===== src/rtl/stream_sink.sv =====
// AXI-Stream capture FIFO: stores {tlast, tdata} beats for later popping by the bench,
// counts accepted frames and latches a sticky underflow flag on pops while empty.
module stream_sink #(
   parameter int DATA_WIDTH = 8,
   parameter int DEPTH      = 8,
   parameter int ADDR_WIDTH = 3
) (
   input  logic                  clk,
   input  logic                  rst,
   input  logic [DATA_WIDTH-1:0] tdata,
   input  logic                  tvalid,
   output logic                  tready,
   input  logic                  tlast,
   input  logic                  op_en,
   input  logic                  pop,
   output logic [DATA_WIDTH-1:0] Dout,
   output logic                  Dout_last,
   output logic                  Dout_valid,
   output logic [ADDR_WIDTH:0]   buff_count,
   output logic                  empty,
   output logic                  full,
   output logic [7:0]            frame_count,
   output logic                  underflow
);

   localparam logic [ADDR_WIDTH:0] DEPTH_C = ADDR_WIDTH'(DEPTH) == '0 ?
                                             (ADDR_WIDTH+1)'(DEPTH) : (ADDR_WIDTH+1)'(DEPTH);

   logic [DATA_WIDTH:0]   mem_q [DEPTH];
   logic [ADDR_WIDTH-1:0] wr_ptr_q, wr_ptr_d;
   logic [ADDR_WIDTH-1:0] rd_ptr_q, rd_ptr_d;
   logic [ADDR_WIDTH:0]   count_q, count_d;
   logic                  empty_q, empty_d;
   logic                  full_q, full_d;
   logic [DATA_WIDTH-1:0] dout_q, dout_d;
   logic                  dout_last_q, dout_last_d;
   logic                  dout_valid_q, dout_valid_d;
   logic [7:0]            frame_q, frame_d;
   logic                  uflow_q, uflow_d;
   logic                  push, pop_ok;

   // Ready depends only on registered state so it never combinationally follows tvalid.
   assign tready = op_en & ~full_q & ~rst;
   assign push   = tvalid & tready;
   assign pop_ok = pop & ~empty_q;

   always_comb begin
      wr_ptr_d     = wr_ptr_q;
      rd_ptr_d     = rd_ptr_q;
      count_d      = count_q;
      dout_d       = dout_q;
      dout_last_d  = dout_last_q;
      dout_valid_d = 1'b0;
      frame_d      = frame_q;
      uflow_d      = uflow_q | (pop & empty_q);
      if (push) begin
         wr_ptr_d = wr_ptr_q + 1'b1;
         if (tlast) frame_d = frame_q + 8'd1;
      end
      if (pop_ok) begin
         {dout_last_d, dout_d} = mem_q[rd_ptr_q];
         rd_ptr_d              = rd_ptr_q + 1'b1;
         dout_valid_d          = 1'b1;
      end
      if (push && !pop_ok)      count_d = count_q + 1'b1;
      else if (!push && pop_ok) count_d = count_q - 1'b1;
      empty_d = (count_d == '0);
      full_d  = (count_d == DEPTH_C);
   end

   always_ff @(posedge clk) begin
      if (rst) begin
         wr_ptr_q     <= '0;
         rd_ptr_q     <= '0;
         count_q      <= '0;
         empty_q      <= 1'b1;
         full_q       <= 1'b0;
         dout_q       <= '0;
         dout_last_q  <= 1'b0;
         dout_valid_q <= 1'b0;
         frame_q      <= '0;
         uflow_q      <= 1'b0;
      end else begin
         wr_ptr_q     <= wr_ptr_d;
         rd_ptr_q     <= rd_ptr_d;
         count_q      <= count_d;
         empty_q      <= empty_d;
         full_q       <= full_d;
         dout_q       <= dout_d;
         dout_last_q  <= dout_last_d;
         dout_valid_q <= dout_valid_d;
         frame_q      <= frame_d;
         uflow_q      <= uflow_d;
      end
   end

   // Storage is not reset; occupancy alone decides which entries are live.
   always_ff @(posedge clk) begin
      if (push) mem_q[wr_ptr_q] <= {tlast, tdata};
   end

   assign Dout        = dout_q;
   assign Dout_last   = dout_last_q;
   assign Dout_valid  = dout_valid_q;
   assign buff_count  = count_q;
   assign empty       = empty_q;
   assign full        = full_q;
   assign frame_count = frame_q;
   assign underflow   = uflow_q;

endmodule


===== config.mk =====
export PLATFORM = sky130hd
export DESIGN_NAME = stream_sink
export DESIGN_NICKNAME = d
export VERILOG_FILES = /design/src/rtl/stream_sink.sv
export SDC_FILE = /design/constraint.sdc
export NUM_CORES = 1
export LEC_CHECK = 0
export BUFFER_PORTS_ARGS = -buffer_cell sky130_fd_sc_hd__buf_2
export CORE_ASPECT_RATIO = 1.75
export CORE_MARGIN = 4
export CORE_UTILIZATION = 45
export CTS_BUF_LIST = sky130_fd_sc_hd__clkbuf_4
export DETAILED_ROUTE_END_ITERATION = 6
export GPL_ROUTABILITY_DRIVEN = 0
export SLEW_MARGIN = 10
export SYNTH_ARGS = -nofsm -noshare
export SYNTH_HDL_FRONTEND = slang
export SYNTH_SLANG_ARGS = --single-unit

===== constraint.sdc =====
create_clock -name clk -period 2.55 [get_ports clk]
set_input_delay 0.1275 -clock clk [delete_from_list [all_inputs] [get_ports clk]]
set_output_delay 0.1275 -clock clk [all_outputs]
set_load 0.02 [all_outputs]

# Word-level counts from Yosys, hierarchy flattened
# Memories as Yosys holds them, arrays and structs flattened. A register that Yosys moved wholly into a read port is not among the register bits.
# Cells that the tools add are included.
# Widths: inputs -> output; s select.
[word_totals]
regBits = 22
n_memories = 1
ramBits = 72
output_inout_bits = 26
latch_bits = 0
in_bits = 14
elab_cells = 35
romBits = 0
[op_classes]
n_lt_le_gt_ge = 0
n_eq_ne = 1
mul = 0
div = 0
n_shift = 0
reduce_logical = 6
bitwise_logic = 9
n_addsub = 5
mux = 5
[mem_list]
columns = ["memory", "depth", "width", "read_ports", "rd_ports_with_merged_regs", "write_ports", "line_no", "source"]
rows = [
  ["mem_q", 8, 9, 1, 1, 1, "29", "logic [DATA_WIDTH:0] mem_q [DEPTH];"],
]
[op_table]
columns = ["cell", "n"]
rows = [
  ["$add 8x1->8 const B", 1],
  ["$mux 4", 2],
  ["$add 3x1->3 const B", 2],
  ["$and 1x1->1", 5],
  ["$add 4x1->4 const B", 1],
  ["$eq 4x4->1 const B", 1],
  ["$logic_not 4->1", 1],
  ["$sub 4x1->4 const B", 1],
  ["$mux 1", 3],
  ["$not 1->1", 3],
  ["$logic_and 1x1->1", 2],
  ["$logic_not 1->1", 2],
  ["$reduce_and 2->1", 1],
  ["$or 1x1->1", 1],
]

# Longest topological paths before layout
[logic_depth]
word_depth = 9
mapped_depth = 7
ltp_nobuf = 6

# Worst setup path after synthesis
# OpenSTA, ideal clock, no wires.
[synth_timing]
path_kind = "flip-flop to flip-flop"
from = "register full_q, in the netlist full"
to = "memory mem_q[4][0] (netlist name) (enable)"
required_ps = 2163
setup_slack_ps = 550
path_stages_with_launch = 5
t_arrival_ps = 1614
synth_period_minus_slack_ps = 2000
setup_time_ps = 387
path_buffers = 1
path_cell_list = "dfxtp_1 -> and4bb_1 -> buf_4 -> nand2_1 -> nor3_1"
[synth_between]
elab_chain_len = 6
[synth_lines]
columns = ["element", "line_no", "source"]
rows = [
  ["from (decl)", "34", "logic full_q, full_d;"],
  ["from (signal assigned)", "88", "full_q <= full_d;"],
  ["$not 1->1", "43", "assign tready = op_en & ~full_q & ~rst;"],
  ["$and 1x1->1 (2 in series)", "43", ""],
  ["$and 1x1->1", "44", "assign push = tvalid & tready;"],
  ["$mux 1", "99", "if (push) mem_q[wr_ptr_q] <= {tlast, tdata};"],
  ["$mux 1 (implied by the code)", "99", ""],
  ["to (decl)", "29", ""],
]
# No other way between the ends.

# Worst setup path after layout
[layout_timing]
from = "register full_q, in the netlist full"
to = "register full_q, in the netlist full"
[layout_between]
elab_chain_len = 9
word_cells_on_any_way = 10
classes_between = "1 x eq/ne; 2 x mux; 4 x bitwise; 3 x reduce/logical"
[layout_lines]
columns = ["element", "line_no", "source"]
rows = [
  ["$not 1->1 (*)", "43", ""],
  ["$and 1x1->1 (*) (2 in series)", "43", ""],
  ["$and 1x1->1 (*)", "44", ""],
  ["$logic_not 1->1", "66", "else if (!push && pop_ok) count_d = count_q - 1'b1;"],
  ["$logic_and 1x1->1", "66", ""],
  ["$mux 4", "66", ""],
  ["$mux 4 (*)", "65", "if (push && !pop_ok) count_d = count_q + 1'b1;"],
  ["$eq 4x4->1 (*)", "68", "full_d = (count_d == DEPTH_C);"],
]
# Every way passes the cells marked *; elsewhere a longest branch is shown, timed or not.
# A chain may end at the register's enable or synchronous reset.

==> qor.csv <==
stage,metric,value,unit
cells_and_area,layout_commonest_cell,edfxtp_1,
cells_and_area,drive_above_1_share,29.6,%
critical_path,critical-path-max-stage-delay,540,ps
sta,relSlewSlack,55.3,%
logic_synthesis,synth_edf_count,72,
logic_synthesis,yosysWarnings,0,
global_route,antenna_found_initial,0,
critical_path,critical_path_class,reg -> reg,
sta,finalCriticalPeriod,1860,ps
global_route,grt_max_degree,35,
critical_path,cp_cell_sequence,and4bb_1 > nor2_2 > a22oi_1 > mux2_4 > and3_1,
detailed_routing,dr.pass1.iters,4,
detailed_routing,vias_per_cell,5.18,
sta,setup_viol_count_final,0,
sta,report.final.slew_viol_count,0,
clock_network,clkSinkCount,103,
clock_network,clock-root-buffer,clkbuf_4,
placed_design,dpl.hpwl,5140,um
clock_network,insertion_delay,440,ps
critical_path,required,2910,ps
pwr,power.total,3.31,mW
placed_design,port_buffers,39,
detailed_routing,route.detailed.drc,0,
cells_and_area,antenna_cells,0,
floorplan,initial_utilization,46.5,%
global_route,grt_overflow,0,
cells_and_area,final_nets,336,
critical_path,slowest_stage,and4bb_1,
clock_network,tritoncts,built,
sta,rsz0062_at_grt,no,
logic_synthesis,synth.distinct_cells,37,
pwr,power.density,708,mW/mm^2
global_route,grt_pass1_wl,12200,um
run_status,status,completed,
detailed_routing,num_vias,2271,
sta,worstMarginPinSlew,670,ps
cells_and_area,area_growth,14.3,%
detailed_routing,drt_iter0_drc,76,
min_path,hold_path_class,in -> reg,
logic_synthesis,async_reset_ff_share,0,%
logic_synthesis,synth_fp_nets,274,
detailed_routing,finalWirelength,7560,um
sta,setup_tns,0,ps
floorplan,fp.dieH,134,um
logic_synthesis,synthCells,255,
logic_synthesis,ys_seq_area_share,68.2,%
floorplan,core_area,0.00878,mm^2
clock_network,numCtsBuffers,9,
cells_and_area,final_cell_mix,"edfxtp_1 (72), buf_2 (39), dfxtp_1 (31), nor2_1 (31), mux4_2 (18)",
sta,period_share,73.1,%
floorplan,fp-row-count,45,
job,cap_violations,0,
critical_path,crit_arrival,2220,ps
pwr,peakVddDrop,0.348,mV
critical_path,end_kind,flop,
floorplan,dieArea,0.0107,mm^2
logic_synthesis,synth_flop_cell,edfxtp_1,
global_route,gr-usage-all-layers,15.4,%
sta,hold_violations,0,
critical_path,worstPathMaxFanout,11,
clock_network,cts_setup_buffers,0,
global_route,first_global_vias,2297,
clock_network,clock_path_buffers,2,
logic_synthesis,syn_area,0.00408,mm^2
sta,fin_skew,14.1,ps
logic_synthesis,syn_area_per_cell,16.0,um^2
pwr,leakagePower,1.63,nW
floorplan,io_pins,40,
detailed_routing,wl_per_cell,17.3,um
logic_synthesis,ys_ff_latch,103,
clock_network,clk_pin_slew,140,ps
sta,clock.fmax,537,MHz
critical_path,cp-start-kind,flop,
clock_network,cts_htree_levels,3,
floorplan,fp.dieW,80.0,um
detailed_routing,antenna_left,0,
## final timing paths
check                               startpoint  cells after the start  slack, ps              to
worst min-delay path                    tvalid                      4        170     wr_ptr_q[1]
worst max-delay path                      full                      5        690            full
worst max register to register            full                      5        690            full
worst min register to register  frame_count[1]                      2        500  frame_count[1]
## cell type report
class | instances | area (um^2)
clock inverter | 5 | 26.3
tap | 117 | 146
sequential | 103 | 2780
timing repair buffer | 63 | 400
fill | 762 | 4120
multi-input combinational | 138 | 1230
clock buffer | 10 | 75.1
inverter | 2 | 7.51
## worst max-delay path: cells and delay by family (launching register included)
kind,cells,cell delay [ps]
compound gates,1,240
flops,1,360
mux,1,340
simple gates,3,840
## state kept, by name (all words and copies together), names as in the netlist
name,cells
mem_q,72
Dout,8
frame_count,8
buff_count,4
rd_ptr_q,3
wr_ptr_q,3
Dout_last,1
Dout_valid,1
empty,1
full,1
underflow,1
## cell usage after synthesis (2+ instances only)
library cell  number  area share (%)
a211oi_1           9             1.7
a21oi_1            5            0.61
and3_1             6            0.92
buf_4              4            0.74
clkbuf_1           5            0.46
dfxtp_1           31              15
edfxtp_1          72              53
ha_1               5             1.5
inv_1              2            0.18
mux2_4             2            0.74
mux2i_1            9             2.2
mux4_2            18             9.9
nand2_1           10            0.92
nand2b_1           3            0.46
nand3_1            5            0.61
nor2_1            31             2.9
nor2b_1            3            0.46
nor3_1             5            0.61
xnor2_1            6             1.3
xor2_1             7             1.5
## metrics by stage
step           worst slack (ps)  hold slack, ps  std cells  instance area (um^2)  util (%)
4_1_cts                     671             126        438                  4670      53.1
3_5_place_dp                692             402        413                  4470      50.8
6_report                    687             173        438                  4670      53.1
5_1_grt                     575             175        438                  4670      53.1
2_1_floorplan               550             226        255                  4080         -
3_3_place_gp                720             378        413                  4470      50.8
## report_power, final
| part | internal [mW] | switching [mW] | total [mW] |
|---|---|---|---|
| sequential | 1.87 | 0.0634 | 1.93 |
| combinational | 0.317 | 0.374 | 0.690 |
| clock | 0.198 | 0.487 | 0.685 |
| total | 2.38 | 0.924 | 3.31 |
## routing by layer
| metal | vias to the layer above | GRT usage [%] | wire (um) |
|---|---|---|---|
| met3 | 15 | 3.63 | 319 |
| met2 | 47 | 26.2 | 3970 |
| met1 | 1122 | 18.1 | 3060 |
| met5 | - | 0 | 0 |
| li1 | 1087 | - | - |
| met4 | 0 | 7.33 | 206 |
## cell families (layout without fill, tap and decap cells)
| logic type | after synthesis | after routing | synth area share (%) |
|---|---|---|---|
| muxes | 30 | 30 | 13.2 |
| adders and majority gates | 5 | 5 | 1.53 |
| and+or+nand+nor | 71 | 71 | 9.11 |
| AOI/OAI and AO/OA | 19 | 19 | 3.37 |
| xor gates and xnor gates | 13 | 13 | 2.79 |
| buffers and inverters | 14 | 80 | 1.87 |
| DFF | 103 | 103 | 68.2 |
## repair_timing
| action | in CTS | in global routing |
|---|---|---|
| hold buffers | 10 | 0 |
| hold endpoints to repair | 73 | 0 |
| resized for setup | 0 | 0 |
(Power assumes the default switching activity.)
